==> src/rtl/song_note_reader.sv <==
// Reference-note producer: walks one song in the note BRAM and drives each note for its duration.
// A word is {end, duration units, note}. Playback ends on an end marker or after the last slot of the song.
module song_note_reader #(
    parameter int OFFSET_BITS = 8,
    parameter int ROM_LATENCY = 2,
    parameter int TICK_CYCLES = 12_500_000
) (
    input  logic                   clk_in,
    input  logic                   rst_in,
    input  logic                   start,
    input  logic                   stop,
    input  logic [1:0]             song_id,
    output logic [OFFSET_BITS+1:0] rom_addr,
    input  logic [11:0]            rom_data,
    output logic [6:0]             note,
    output logic                   note_strobe,
    output logic                   playing,
    output logic                   song_done
);

    localparam int AW = OFFSET_BITS + 2;
    localparam int TW = (TICK_CYCLES > 1) ? $clog2(TICK_CYCLES) : 1;
    localparam int WW = (ROM_LATENCY > 1) ? $clog2(ROM_LATENCY + 1) : 1;
    localparam logic [TW-1:0] TICK_LAST = TW'(TICK_CYCLES - 1);
    localparam logic [WW-1:0] WAIT_LAST = WW'(ROM_LATENCY);

    typedef enum logic [1:0] {
        IDLE,
        FETCH,
        PLAY
    } state_t;

    state_t            state_reg,    state_next;
    logic [AW-1:0]     rom_addr_reg, rom_addr_next;
    logic [6:0]        note_reg,     note_next;
    logic              strobe_reg,   strobe_next;
    logic              done_reg,     done_next;
    logic              playing_reg,  playing_next;
    logic [WW-1:0]     wait_cnt_reg, wait_cnt_next;
    logic [TW-1:0]     tick_cnt_reg, tick_cnt_next;
    logic [3:0]        units_reg,    units_next;

    logic              word_end;
    logic [3:0]        word_dur;
    logic [6:0]        word_note;
    logic              offset_last;
    logic [OFFSET_BITS-1:0] offset_inc;

    assign word_end    = rom_data[11];
    assign word_dur    = rom_data[10:7];
    assign word_note   = rom_data[6:0];
    assign offset_last = &rom_addr_reg[OFFSET_BITS-1:0];
    assign offset_inc  = rom_addr_reg[OFFSET_BITS-1:0] + OFFSET_BITS'(1);

    always_comb begin
        state_next    = state_reg;
        rom_addr_next = rom_addr_reg;
        note_next     = note_reg;
        strobe_next   = 1'b0;
        done_next     = 1'b0;
        playing_next  = playing_reg;
        wait_cnt_next = wait_cnt_reg;
        tick_cnt_next = tick_cnt_reg;
        units_next    = units_reg;

        if (stop) begin
            // Abort: rom_addr is left where it was, only the note and status drop.
            state_next    = IDLE;
            note_next     = 7'd0;
            playing_next  = 1'b0;
            wait_cnt_next = '0;
            tick_cnt_next = '0;
            units_next    = 4'd0;
        end else if (start) begin
            // Any pending fetch is abandoned; the old note stays up until the new one lands.
            state_next    = FETCH;
            rom_addr_next = {song_id, {OFFSET_BITS{1'b0}}};
            wait_cnt_next = '0;
            tick_cnt_next = '0;
            playing_next  = 1'b1;
        end else begin
            case (state_reg)
                IDLE: begin
                    state_next = IDLE;
                end
                FETCH: begin
                    if (wait_cnt_reg == WAIT_LAST) begin
                        if (word_end) begin
                            state_next   = IDLE;
                            note_next    = 7'd0;
                            done_next    = 1'b1;
                            playing_next = 1'b0;
                        end else begin
                            state_next    = PLAY;
                            note_next     = word_note;
                            strobe_next   = 1'b1;
                            units_next    = (word_dur == 4'd0) ? 4'd1 : word_dur;
                            tick_cnt_next = '0;
                        end
                    end else begin
                        wait_cnt_next = wait_cnt_reg + WW'(1);
                    end
                end
                PLAY: begin
                    if (tick_cnt_reg == TICK_LAST) begin
                        tick_cnt_next = '0;
                        if (units_reg == 4'd1) begin
                            units_next = 4'd0;
                            if (offset_last) begin
                                // Song filled every slot without an end marker; never wrap.
                                state_next   = IDLE;
                                note_next    = 7'd0;
                                done_next    = 1'b1;
                                playing_next = 1'b0;
                            end else begin
                                state_next    = FETCH;
                                rom_addr_next = {rom_addr_reg[AW-1:OFFSET_BITS], offset_inc};
                                wait_cnt_next = '0;
                            end
                        end else begin
                            units_next = units_reg - 4'd1;
                        end
                    end else begin
                        tick_cnt_next = tick_cnt_reg + TW'(1);
                    end
                end
                default: begin
                    state_next = IDLE;
                end
            endcase
        end
    end

    always_ff @(posedge clk_in) begin
        if (rst_in) begin
            state_reg    <= IDLE;
            rom_addr_reg <= '0;
            note_reg     <= 7'd0;
            strobe_reg   <= 1'b0;
            done_reg     <= 1'b0;
            playing_reg  <= 1'b0;
            wait_cnt_reg <= '0;
            tick_cnt_reg <= '0;
            units_reg    <= 4'd0;
        end else begin
            state_reg    <= state_next;
            rom_addr_reg <= rom_addr_next;
            note_reg     <= note_next;
            strobe_reg   <= strobe_next;
            done_reg     <= done_next;
            playing_reg  <= playing_next;
            wait_cnt_reg <= wait_cnt_next;
            tick_cnt_reg <= tick_cnt_next;
            units_reg    <= units_next;
        end
    end

    assign rom_addr    = rom_addr_reg;
    assign note        = note_reg;
    assign note_strobe = strobe_reg;
    assign song_done   = done_reg;
    assign playing     = playing_reg;

endmodule

==> config.mk <==
export PLATFORM = sky130hd
export DESIGN_NAME = song_note_reader
export DESIGN_NICKNAME = d
export VERILOG_FILES = /design/src/rtl/song_note_reader.sv
export SDC_FILE = /design/constraint.sdc
export NUM_CORES = 1
export LEC_CHECK = 0
export CELL_PAD_IN_SITES_DETAIL_PLACEMENT = 1
export CELL_PAD_IN_SITES_GLOBAL_PLACEMENT = 1
export CORE_MARGIN = 10
export CORE_UTILIZATION = 40
export DETAILED_ROUTE_END_ITERATION = 7
export PLACE_DENSITY_LB_ADDON = 0.1
export SYNTH_ARGS = -nofsm -noshare
export SYNTH_HDL_FRONTEND = slang
export SYNTH_SLANG_ARGS = --single-unit
==> constraint.sdc <==
create_clock -name clk_in -period 3 [get_ports clk_in]
set_input_delay 0.45 -clock clk_in [delete_from_list [all_inputs] [get_ports clk_in]]
set_output_delay 0.45 -clock clk_in [all_outputs]
set_load 0.02 [all_outputs]
# Word level (Yosys, flattened, before mapping)

Cells that the tools add are included.

Input bits: 18
Register bits after elaboration: 52
Logic and storage cells: 103
Output and inout port bits: 20

Multiplexer cells: 47
Bitwise logic cells: 4
Eq/ne operators: 18
Reductions and logical operators: 19
Add/subtract/negate cells: 4

Operator list:

| kind                                                | count |
|---|---|
| two-way mux 24 bit                                  | 3 |
| one-hot mux 24 bit (2 select lines)                 | 1 |
| two-way mux 7 bit                                   | 5 |
| two-way mux 8 bit                                   | 4 |
| adder 24 x 1 -> 24 bit, second input constant       | 1 |
| equality test 24 bit, second input constant         | 1 |
| two-way mux 4 bit                                   | 5 |
| two-way mux 2 bit                                   | 8 |
| inequality test 2 bit, second input constant        | 8 |
| inequality test 3 bit, second input constant        | 5 |
| AND reduction 5 bit                                 | 3 |
| two-way mux 1 bit                                   | 14 |
| one-hot mux 7 bit (2 select lines)                  | 1 |
| AND reduction 6 bit                                 | 2 |
| two-way mux 10 bit                                  | 1 |
| AND reduction 3 bit                                 | 3 |
| adder 8 x 1 -> 8 bit, second input constant         | 1 |
| one-hot mux 2 bit (2 select lines)                  | 2 |
| one-hot mux 4 bit (2 select lines)                  | 1 |
| AND reduction 8 bit                                 | 1 |
| nonzero test 2 bit                                  | 4 |
| OR reduction 5 bit                                  | 1 |
| equality test 2 bit, second input constant          | 2 |
| equality test 4 x 1 -> 1 bit, second input constant | 1 |
| other kinds (10)                                    | 14 |

# Longest topological paths before layout

Gate-level depths: netlist (run 1).

Depth after elaboration: 6
Gate-level depth with buffers: 8
Mapped depth without buffers: 7

# Worst setup path after synthesis (run 1)

No wires, ideal clock.

Kind: register -> register
Start point: reg units_reg[1]
End point: reg rom_addr_reg[7] (netlist: rom_addr[7])
Slack: 725 ps
Arrival time: 2,200 ps
Stages on the path, launching flop included: 8
Required time: 2,926 ps
Buffers on the path: 0
Library setup time: 74 ps
Path through: dfxtp_1 -> inv_1 -> ha_1 -> or3b_4 -> nor3_1 -> nand2_1 -> or4b_2 -> a31oi_1

Word-level cells in the longest chain between the ends: 3

RTL lines:

| item                                 | line | RTL |
|---|---|---|
| start, declared                      | 41   | `logic [3:0] units_reg, units_next;` |
| start signal, assigned               | 154  | `units_reg <= units_next;` |
| equality test 4 x 1 -> 1 bit         | 107  | `if (units_reg == 4'd1) begin` |
| nonzero test 2 bit (no source line)  | n/a  |  |
| AND reduction 5 bit (no source line) | n/a  |  |
| end signal, assigned                 | 147  | `rom_addr_reg <= rom_addr_next;` |
| end, declared                        | 34   | `logic [AW-1:0] rom_addr_reg, rom_addr_next;` |

Every way passes these cells.
A chain may end at the register's enable or synchronous reset.

# Worst setup path in the final report (run 1)

Start point: reg tick_cnt_reg[6]
End point: reg rom_addr_reg[3] (netlist: rom_addr[3])

Word-level cells in the longest chain between the ends: 3

RTL lines:

| item                                 | line | RTL |
|---|---|---|
| start, declared                      | 40   | `logic [TW-1:0] tick_cnt_reg, tick_cnt_next;` |
| start signal, assigned               | 153  | `tick_cnt_reg <= tick_cnt_next;` |
| equality test 24 bit                 | 105  | `if (tick_cnt_reg == TICK_LAST) begin` |
| nonzero test 2 bit (no source line)  | n/a  |  |
| AND reduction 5 bit (no source line) | n/a  |  |

Every way passes these cells.

==> flow_summary_export.csv, run 1 <==
group,metric,value,unit
placed_design,dp.cells,440,
synthesis,synth_top_area_cell,"dfxtp_1",
synthesis,synth_ff_type,"dfxtp_1",
clock_network,cts.sinks,52,
timing,setup_tns,0,ns
worst_hold_path,hold_path.class,"register to register",
synthesis,synthCells,329,
global_routing,grt_max_degree,25,
clock_network,cts_buffers,5,
synthesis,syn_nets,354,
synthesis,ys_top_cells_by_area,"dfxtp_1, xor2_1, nand2_1, nor2_1, a21oi_1",
global_routing,antenna_found_initial,0,
synthesis,netlist.area_leader.share,0.386,
global_routing,grt_overflow,0,
synthesis,syn_area,0.00270,mm^2
run,max_cap_violations,0,
placed_design,place_ws,0.622,ns
synthesis,yosysSeqAreaShare,0.386,
floorplanning,num_rows,29,
placed_design,dp_hpwl,5590,um
setup_path,crit_required,3.24,ns
synthesis,synth_edf_count,0,
setup_path,cp.buffers_inverters,0,
final_layout,largest_reg_flops,24,
timing,setup_slack,0.600,ns
clock_network,cts_root_buffer,"clkbuf_8",
timing,finalSetupViolCount,0,
detailed_routing,drcViolationCount,0,
setup_path,cp.arrival,2.64,ns
synthesis,synth_most_common_cell,"dfxtp_1",
detailed_routing,first_pass_iters,4,
setup_path,cp_slowest_cell,"or4_1",
floorplanning,dieHeight,102,um
detailed_routing,post_drt_wl_per_cell,16.7,um
clock_network,cts_max_level,2,
clock_network,cts_tree,"yes",
timing,finalHoldViolations,0,
clock_network,cts_setup_buffers,0,
synthesis,synth-seq-cells,52,
detailed_routing,detail-route-antenna-nets,0,
timing,fin_worst_skew,0.0119,ns
clock_network,cts_hold_buf,0,
setup_path,worstSetupPathType,"register to register",
timing,drv_slew,0,
setup_path,cp_cell_sequence,"nor4b_4 > nand4_2 > or4_1 > or4_1 > a31oi_1",
placed_design,io_buffers,37,
detailed_routing,num_vias,2577,
synthesis,ys_warn_count,0,
setup_path,critPathMaxStageDelay,0.75,ns
setup_path,crit_family,"simple AND/OR/NAND/NOR gates",
pwr,p_per_area,365,mW/mm^2
placed_design,dpl_cell_area,0.00317,mm^2
timing,min_period,2.40,ns
final_layout,drive_gt1_frac,0.0782,
global_routing,grt_usage,0.153,
detailed_routing,vias_per_cell,5.75,
detailed_routing,finalWirelength,7490,um
final_layout,finalNonFillerCells,448,
setup_path,start_kind,"register",
pwr,vdd_drop_max,173,uV
timing,slew_headroom,0.601,
final_layout,stdcell_area,0.00326,mm^2
detailed_routing,drt-initial-drc-count,101,
floorplanning,core,0.00646,mm^2
floorplanning,start_util,0.417,
timing,tightestPinTransition,0.592,ns
setup_path,r2r_setup_slack,0.60,ns
floorplanning,io_pins,38,
clock_network,cts_resized,0,
final_layout,fin_nets,395,
floorplanning,die_area,0.0104,mm^2
setup_path,critPathMostFrequentCell,"or4_1",
setup_path,crit_path_end_kind,"register",
timing,fin_crit_sh,0.800,
final_layout,n_antenna_cell,0,
synthesis,synth_common_cells,"dfxtp_1, nand2_1, nor2_1",
placed_design,gp_congestion,0.819,
clock_network,clockBufferDepth,2,
final_layout,fill_cells,790,
floorplanning,die_w,102,um
synthesis,synth_cell_type_count,50,
setup_path,crit_fanout,10,
synthesis,async_flop_share,0,
status,outcome,"finished clean",
clock_network,clk_pin_slew_worst_paths,0.10,ns
final_layout,area_delta_synth_final,21.0,%
timing,rsz0062_at_grt,"no",
global_routing,grt_pass1_wl,12900,um
pwr,leakage,1.04,nW
clock_network,clock_latency,0.31,ns
synthesis,syn_avg_cell_area,8.20,um^2
timing,max_clock_freq,0.417,GHz
global_routing,grt_pass1_vias,2632,
-- kinds of logic after synthesis --
group / share of synthesized area
buf+inv: 0.0325
flops: 0.386
fa+ha+maj: 0.0325
xor+xnor: 0.0747
mux: 0.0148
simple gates: 0.305
compound gates: 0.155
-- report_power, final --
group / switching, W / total (W) / leakage [nW] / internal, W
Clock: 0.000233 / 0.000422 / 0.0455 / 0.000189
Sequential: 0.00000198 / 0.000695 / 0.419 / 0.000693
Combinational: 0.0000379 / 0.0000734 / 0.577 / 0.0000355
Total: 0.000273 / 0.00119 / 1.04 / 0.000917
-- layout make-up --
| class | count | area (um^2) | share of cell area |
|---|---|---|---|
| inverters | 10 | 37.5 | 0.0115 |
| clock buffers | 8 | 90.1 | 0.0276 |
| flip-flops and latches | 52 | 1040 | 0.319 |
| repair buffers | 45 | 430 | 0.132 |
| multi-input cells | 256 | 1570 | 0.480 |
| well taps | 77 | 96.3 | 0.0295 |
-- layer usage --
metal  vias to the layer above  global-route usage  wire [um]  part of all wire
met1                      1259               0.202       3660              0.49
li1                       1269                   -          -                 -
met2                        40               0.245       3470              0.46
met4                         0              0.0390         89             0.012
met5                         -                   0          0                 0
met3                         9              0.0344        271             0.036
-- per-stage QoR --
step / hold slack [ns] / utilization / total power [W]
3_3_place_gp: 0.428 / 0.491 / 0.000783
6_report: 0.447 / 0.505 / 0.00119
4_1_cts: 0.449 / 0.505 / 0.00121
5_1_grt: 0.466 / 0.505 / 0.00124
3_5_place_dp: 0.435 / 0.491 / 0.000785
2_1_floorplan: 0.412 / - / 0.000742
-- worst reg2reg max path, cell delays in order, from the launching register on --
cell	delay, ns
dfxtp_1	0.40
nor4b_4	0.35
nand4_2	0.20
or4_1	0.75
or4_1	0.47
a31oi_1	0.17
-- placed cells by master, fill, tap and decap left out, drive strengths merged, types with 3 or more instances in the layout --
cell,instances
mux2i,4
or4,5
nand2,38
o21ai,19
clkdlybuf4s50,37
inv,10
nor4,5
and3,3
a211oi,3
o211ai,3
nand4,18
nor3,14
buf,8
clkbuf,8
nand3,9
or2,4
ha,7
nor2b,3
a31oi,8
xor2,19
xnor2,4
and4,4
nor2,38
a21oi,22
dfxtp,52
-- final timing paths --
path	start	endpoint	cells past startpoint
worst max-delay path	tick_cnt_reg[6]	rom_addr[3]	5
worst min-delay path	wait_cnt_reg[0]	wait_cnt_reg[0]	1
worst max register to register	tick_cnt_reg[6]	rom_addr[3]	5
worst min register to register	wait_cnt_reg[0]	wait_cnt_reg[0]	1
Note: power is estimated with default switching activity, not from simulation.
==> run 2: changes to the inputs <==
--- a/config.mk
+++ b/config.mk
@@ -8,7 +8,7 @@
 export CELL_PAD_IN_SITES_DETAIL_PLACEMENT = 1
 export CELL_PAD_IN_SITES_GLOBAL_PLACEMENT = 1
 export CORE_MARGIN = 10
-export CORE_UTILIZATION = 40
+export CORE_UTILIZATION = 36
 export DETAILED_ROUTE_END_ITERATION = 7
 export PLACE_DENSITY_LB_ADDON = 0.1
 export SYNTH_ARGS = -nofsm -noshare
==> constraint.sdc (replaced) <==
create_clock -name clk_in -period 2.07 [get_ports clk_in]
set_input_delay 0.3105 -clock clk_in [delete_from_list [all_inputs] [get_ports clk_in]]
set_output_delay 0.3105 -clock clk_in [all_outputs]
set_load 0.02 [all_outputs]
==> run 2 against run 1 <==
Compared with the run above: utilization up 2.1 points; clock power up 95%; the run now ends with negative setup slack left; power up 64%; global-route usage down 0.78 points; sequential share of layout area down 4.4 points; count of clock-buffer cells in the layout down 3; worst setup slack worse by 0.61 ns; critical path type unchanged; register-to-register slack worse by 0.61 ns; highest routed layer unchanged; sequential power up 45%; clock skew up 0.0029 ns; non-clock buffer count up 54.
==> flow_summary_export.csv, run 2 (synthesized netlist as in run 1, its figures left out) <==
group,metric,value,unit
status,outcome,"complete, but fails checks",
status,violations,"negative setup slack",
pwr,vdd_drop_max,258,uV
setup_path,crit_required,2.32,ns
floorplanning,die_area,0.0114,mm^2
final_layout,final_common_cell,"buf_4",
placed_design,dp.cells,512,
timing,tightestPinTransition,0.590,ns
floorplanning,start_util,0.372,
floorplanning,die_w,107,um
timing,rsz0062_at_grt,"yes",
setup_path,cp.buffers_inverters,1,
detailed_routing,finalWirelength,8430,um
timing,max_clock_freq,0.481,GHz
detailed_routing,vias_per_cell,5.33,
timing,finalSetupViolCount,1,
detailed_routing,detail-route-antenna-nets,0,
timing,fin_worst_skew,0.0148,ns
setup_path,cp_slowest_cell,"or4_4",
setup_path,critPathMaxStageDelay,0.49,ns
setup_path,worstSetupPathType,"register to register",
run,max_cap_violations,0,
detailed_routing,drcViolationCount,0,
detailed_routing,drt-initial-drc-count,82,
global_routing,grt_overflow,0,
placed_design,dp_hpwl,6410,um
timing,fin_crit_sh,1.00,
floorplanning,dieHeight,107,um
clock_network,cts_root_buffer,"clkbuf_8",
final_layout,finalNonFillerCells,523,
timing,finalHoldViolations,0,
clock_network,cts_buffers,5,
final_layout,fill_cells,904,
final_layout,final_util,0.526,
setup_path,crit_fanout,9,
setup_path,start_kind,"register",
timing,setup_slack,-0.00787,ns
clock_network,cts_max_level,2,
timing,min_period,2.08,ns
final_layout,largest_reg_flops,24,
timing,setup_tns,-0.00787,ns
global_routing,grt_pass1_vias,2845,
clock_network,cts_tree,"yes",
detailed_routing,post_drt_wl_per_cell,16.1,um
global_routing,grt_max_degree,25,
setup_path,cp_cell_sequence,"inv_2 > ha_4 > or3b_4 > or4_4 > or4_1 > a31oi_1",
setup_path,crit_start,"units_reg[1]",
detailed_routing,first_pass_iters,4,
clock_network,clock_latency,0.31,ns
floorplanning,num_rows,31,
final_layout,area_delta_synth_final,41.6,%
placed_design,io_buffers,37,
setup_path,r2r-start,"units_reg[1]",
final_layout,n_antenna_cell,0,
pwr,leakage,1.35,nW
timing,drv_slew,0,
setup_path,crit_path_end_kind,"register",
global_routing,antenna_found_initial,0,
clock_network,cts_hold_buf,0,
worst_hold_path,hold_path.class,"register to register",
setup_path,cp.arrival,2.33,ns
clock_network,clk_pin_slew_worst_paths,0.10,ns
final_layout,drive_gt1_frac,0.236,
global_routing,grt_usage,0.145,
detailed_routing,num_vias,2789,
final_layout,fin_nets,449,
clock_network,clockBufferDepth,2,
setup_path,crit_family,"simple AND/OR/NAND/NOR gates",
floorplanning,core,0.00725,mm^2
placed_design,gp_congestion,0.865,
clock_network,cts.sinks,52,
pwr,p_per_area,512,mW/mm^2
worst_hold_path,hp-start,"wait_cnt_reg[0]",
floorplanning,io_pins,38,
final_layout,layout_common_cells,"buf_4, dfxtp_1, nor2_1",
timing,slew_headroom,0.603,
pwr,power,0.00195,W
global_routing,grt_pass1_wl,13700,um
==> run 2: area by class of cell <==
type | count | area, um^2 | area share
clock inverters | 2 | 60.1 | 0.0157
well taps | 99 | 124 | 0.0324
multi-input cells | 256 | 1630 | 0.427
repair buffers | 99 | 848 | 0.222
flip-flops and latches | 52 | 1050 | 0.275
inverters | 10 | 37.5 | 0.00983
clock buffers | 5 | 68.8 | 0.0180
==> run 2: final timing paths <==
path                            slack [ns]  cells after the start               to
worst min-delay path                  0.45                      1  wait_cnt_reg[0]
worst max-delay path                -0.008                      6      rom_addr[3]
worst min register to register        0.45                      1  wait_cnt_reg[0]
worst max register to register      -0.008                      6      rom_addr[3]
==> run 2: through the flow <==
stage	setup slack, ns	cell area, um^2	hold slack (ns)
floorplan	-0.0297	2720	0.412
global placement	-0.000353	3610	0.427
detailed placement	-0.0534	3610	0.439
CTS	0.00241	3790	0.451
global route	-0.0659	3820	0.479
finish	-0.00787	3820	0.450
==> run 2: routing by layer <==
| layer | share of wire | vias up | track usage |
|---|---|---|---|
| li1 | - | 1374 | - |
| met1 | 0.43 | 1376 | 0.163 |
| met2 | 0.54 | 33 | 0.274 |
| met3 | 0.027 | 6 | 0.0266 |
| met4 | 0.0080 | 0 | 0.0358 |
| met5 | 0 | - | 0 |
==> run 2: timing repair <==
action	CTS	global route
resized for setup	5	12
setup buffers	3	1
cloned	0	0
pin swaps	4	3
setup endpoints to repair	6	31
==> run 2: report_power, final <==
group | switching, W | leakage (nW) | internal, W
registers | 0.00000295 | 0.422 | 0.00100
clock network | 0.000347 | 0.0642 | 0.000476
logic | 0.0000595 | 0.865 | 0.0000628
==> run 3: changes to the inputs <==
--- a/config.mk
+++ b/config.mk
@@ -8,8 +8,9 @@
 export CELL_PAD_IN_SITES_DETAIL_PLACEMENT = 1
 export CELL_PAD_IN_SITES_GLOBAL_PLACEMENT = 1
 export CORE_MARGIN = 10
-export CORE_UTILIZATION = 36
+export CORE_UTILIZATION = 42
 export DETAILED_ROUTE_END_ITERATION = 7
+export DONT_BUFFER_PORTS = 1
 export PLACE_DENSITY_LB_ADDON = 0.1
 export SYNTH_ARGS = -nofsm -noshare
 export SYNTH_HDL_FRONTEND = slang
==> constraint.sdc (replaced) <==
create_clock -name clk_in -period 1.9 [get_ports clk_in]
set_input_delay 0.285 -clock clk_in [delete_from_list [all_inputs] [get_ports clk_in]]
set_output_delay 0.285 -clock clk_in [all_outputs]
set_load 0.02 [all_outputs]
==> run 3 against run 2 <==
Compared with the run above: the run still ends with negative setup slack left; first-iteration DRC count grew 7.3%; combinational power shrank 48%; critical path depth grew 2; final cell count shrank 8.0%; utilization grew 5.7 points; via count shrank 1.9%; critical endpoint is now rom_addr[5]; largest cell class unchanged.
==> flow_summary_export.csv, run 3 (synthesized netlist as in run 1, its figures left out) <==
group,metric,value,unit
setup_path,crit_fanout,5,
floorplanning,num_rows,29,
final_layout,layout_common_cells,"buf_4, dfxtp_1, nand2_1, nor2_1, xor2_1",
clock_network,cts_tree,"yes",
pwr,vdd_drop_max,290,uV
timing,finalHoldViolations,0,
floorplanning,die_area,0.0100,mm^2
clock_network,cts_hold_buf,0,
placed_design,io_buffers,0,
setup_path,cp.arrival,2.30,ns
floorplanning,io_pins,38,
detailed_routing,post_drt_wl_per_cell,17.7,um
final_layout,area_delta_synth_final,35.7,%
detailed_routing,vias_per_cell,5.69,
status,outcome,"complete, but fails checks",
setup_path,worstSetupPathType,"register to register",
detailed_routing,drt-initial-drc-count,88,
setup_path,crit_path_end_kind,"register",
timing,fin_worst_skew,0.00858,ns
pwr,seqPwrFrac,0.596,
clock_network,cts_buffers,5,
global_routing,grt_usage,0.162,
clock_network,clockBufferDepth,2,
pwr,swShare,0.234,
detailed_routing,drcViolationCount,0,
global_routing,grt_overflow,0,
placed_design,dpl_cell_area,0.00334,mm^2
pwr,clkPwrFrac,0.370,
placed_design,dp_hpwl,6220,um
timing,slew_headroom,0.677,
pwr,combPwrFrac,0.035,
worst_hold_path,hold_path.class,"input pin to register",
final_layout,stdcell_area,0.00366,mm^2
global_routing,grt_pass1_wl,13600,um
timing,fin_crit_sh,1.09,
timing,drv_slew,0,
detailed_routing,first_pass_iters,4,
timing,max_clock_freq,0.485,GHz
timing,rsz0062_at_grt,"yes",
run,max_cap_violations,0,
timing,tightestPinTransition,0.472,ns
setup_path,crit_required,2.13,ns
global_routing,grt_pass1_vias,2830,
status,violations,"negative setup slack",
pwr,power_switching,0.000432,W
global_routing,grt_max_degree,25,
placed_design,gp_congestion,0.882,
final_layout,fill_cells,759,
detailed_routing,num_vias,2736,
timing,setup_slack,-0.162,ns
clock_network,cts_root_buffer,"clkbuf_8",
timing,min_period,2.06,ns
final_layout,final_common_cell,"buf_4",
global_routing,antenna_found_initial,0,
floorplanning,start_util,0.430,
setup_path,start_kind,"register",
final_layout,n_antenna_cell,0,
clock_network,clk_pin_slew_worst_paths,0.10,ns
pwr,leakage,1.34,nW
pwr,p_per_area,505,mW/mm^2
final_layout,fin_nets,428,
clock_network,cts_max_level,2,
final_layout,largest_reg_flops,24,
placed_design,place_ws,-0.238,ns
floorplanning,die_w,100,um
detailed_routing,detail-route-antenna-nets,0,
detailed_routing,finalWirelength,8490,um
floorplanning,dieHeight,100,um
clock_network,clock_latency,0.31,ns
timing,finalSetupViolCount,18,
clock_network,cts.sinks,52,
final_layout,drive_gt1_frac,0.339,
pwr,p_int,0.00142,W
floorplanning,core,0.00628,mm^2
==> run 3: cell count changes in the layout (fill, tap and decap cells not counted), sizes merged <==
cell,before,now
bufinv,2,0
clkdlybuf4s50,37,0
inv,10,11
clkinv,0,1
clkbuf,5,6
buf,62,78
==> run 3: per-stage QoR <==
step	hold slack (ns)	total power, W	TNS [ns]	util	instances
after floorplan	0.412	0.00117	-0.832	-	329
after global placement	0.349	0.00118	-1.28	0.532	464
after detailed placement	0.354	0.00119	-2.97	0.532	464
after CTS	0.0172	0.00187	-1.42	0.555	475
after global routing	0.00578	0.00191	-4.02	0.583	481
final	0.0192	0.00185	-1.42	0.583	481
==> run 3: metal layers <==
| layer | vias up | wire length [um] | track usage |
|---|---|---|---|
| met2 | 45 | 4680 | 0.303 |
| met5 | - | 0 | 0 |
| met1 | 1345 | 3340 | 0.179 |
| met4 | 0 | 102 | 0.0413 |
| met3 | 7 | 365 | 0.0337 |
| li1 | 1339 | - | - |
==> run 3: path summary, 6_finish.rpt <==
kind / end / slack, ns / from / cells after the start
min: rom_addr[1] / 0.02 / rst_in / 1
max: rom_addr[5] / -0.16 / units_reg[1] / 8
max reg2reg: rom_addr[5] / -0.16 / units_reg[1] / 8
min reg2reg: wait_cnt_reg[0] / 0.45 / wait_cnt_reg[0] / 1
==> run 3: area by class of cell <==
type	count	area [um^2]	share of cell area
tap	77	96.3	0.0263
multi-input combinational	256	1740	0.476
sequential	52	1050	0.288
clock inverter	2	13.8	0.00376
inverter	10	37.5	0.0103
timing repair buffer	78	633	0.173
clock buffer	6	82.6	0.0226
==> run 3: power groups by stage <==
stage               registers, W  logic (W)  clock network (W)
finish                   0.00110  0.0000640           0.000684
global route             0.00110  0.0000703           0.000741
CTS                      0.00110  0.0000603           0.000704
detailed placement       0.00113  0.0000597                  0
global placement         0.00113  0.0000581                  0
floorplan                0.00112  0.0000467                  0
==> run 3: critical path, stage by stage, from the launching register on <==
cell	delay, ns
dfxtp_2	0.34
inv_2	0.07
ha_4	0.13
or3b_4	0.40
nor3_4	0.21
nand2_2	0.09
buf_6	0.13
or4b_4	0.49
a31oi_1	0.13
==> run 3: timing repair <==
action / 4_1_cts / 5_1_grt
resized for setup: 11 / 38
endpoints found under the hold margin: 0 / 0
buffers inserted: 3 / 7
endpoints found under the setup margin: 46 / 48
pin swaps: 5 / 4
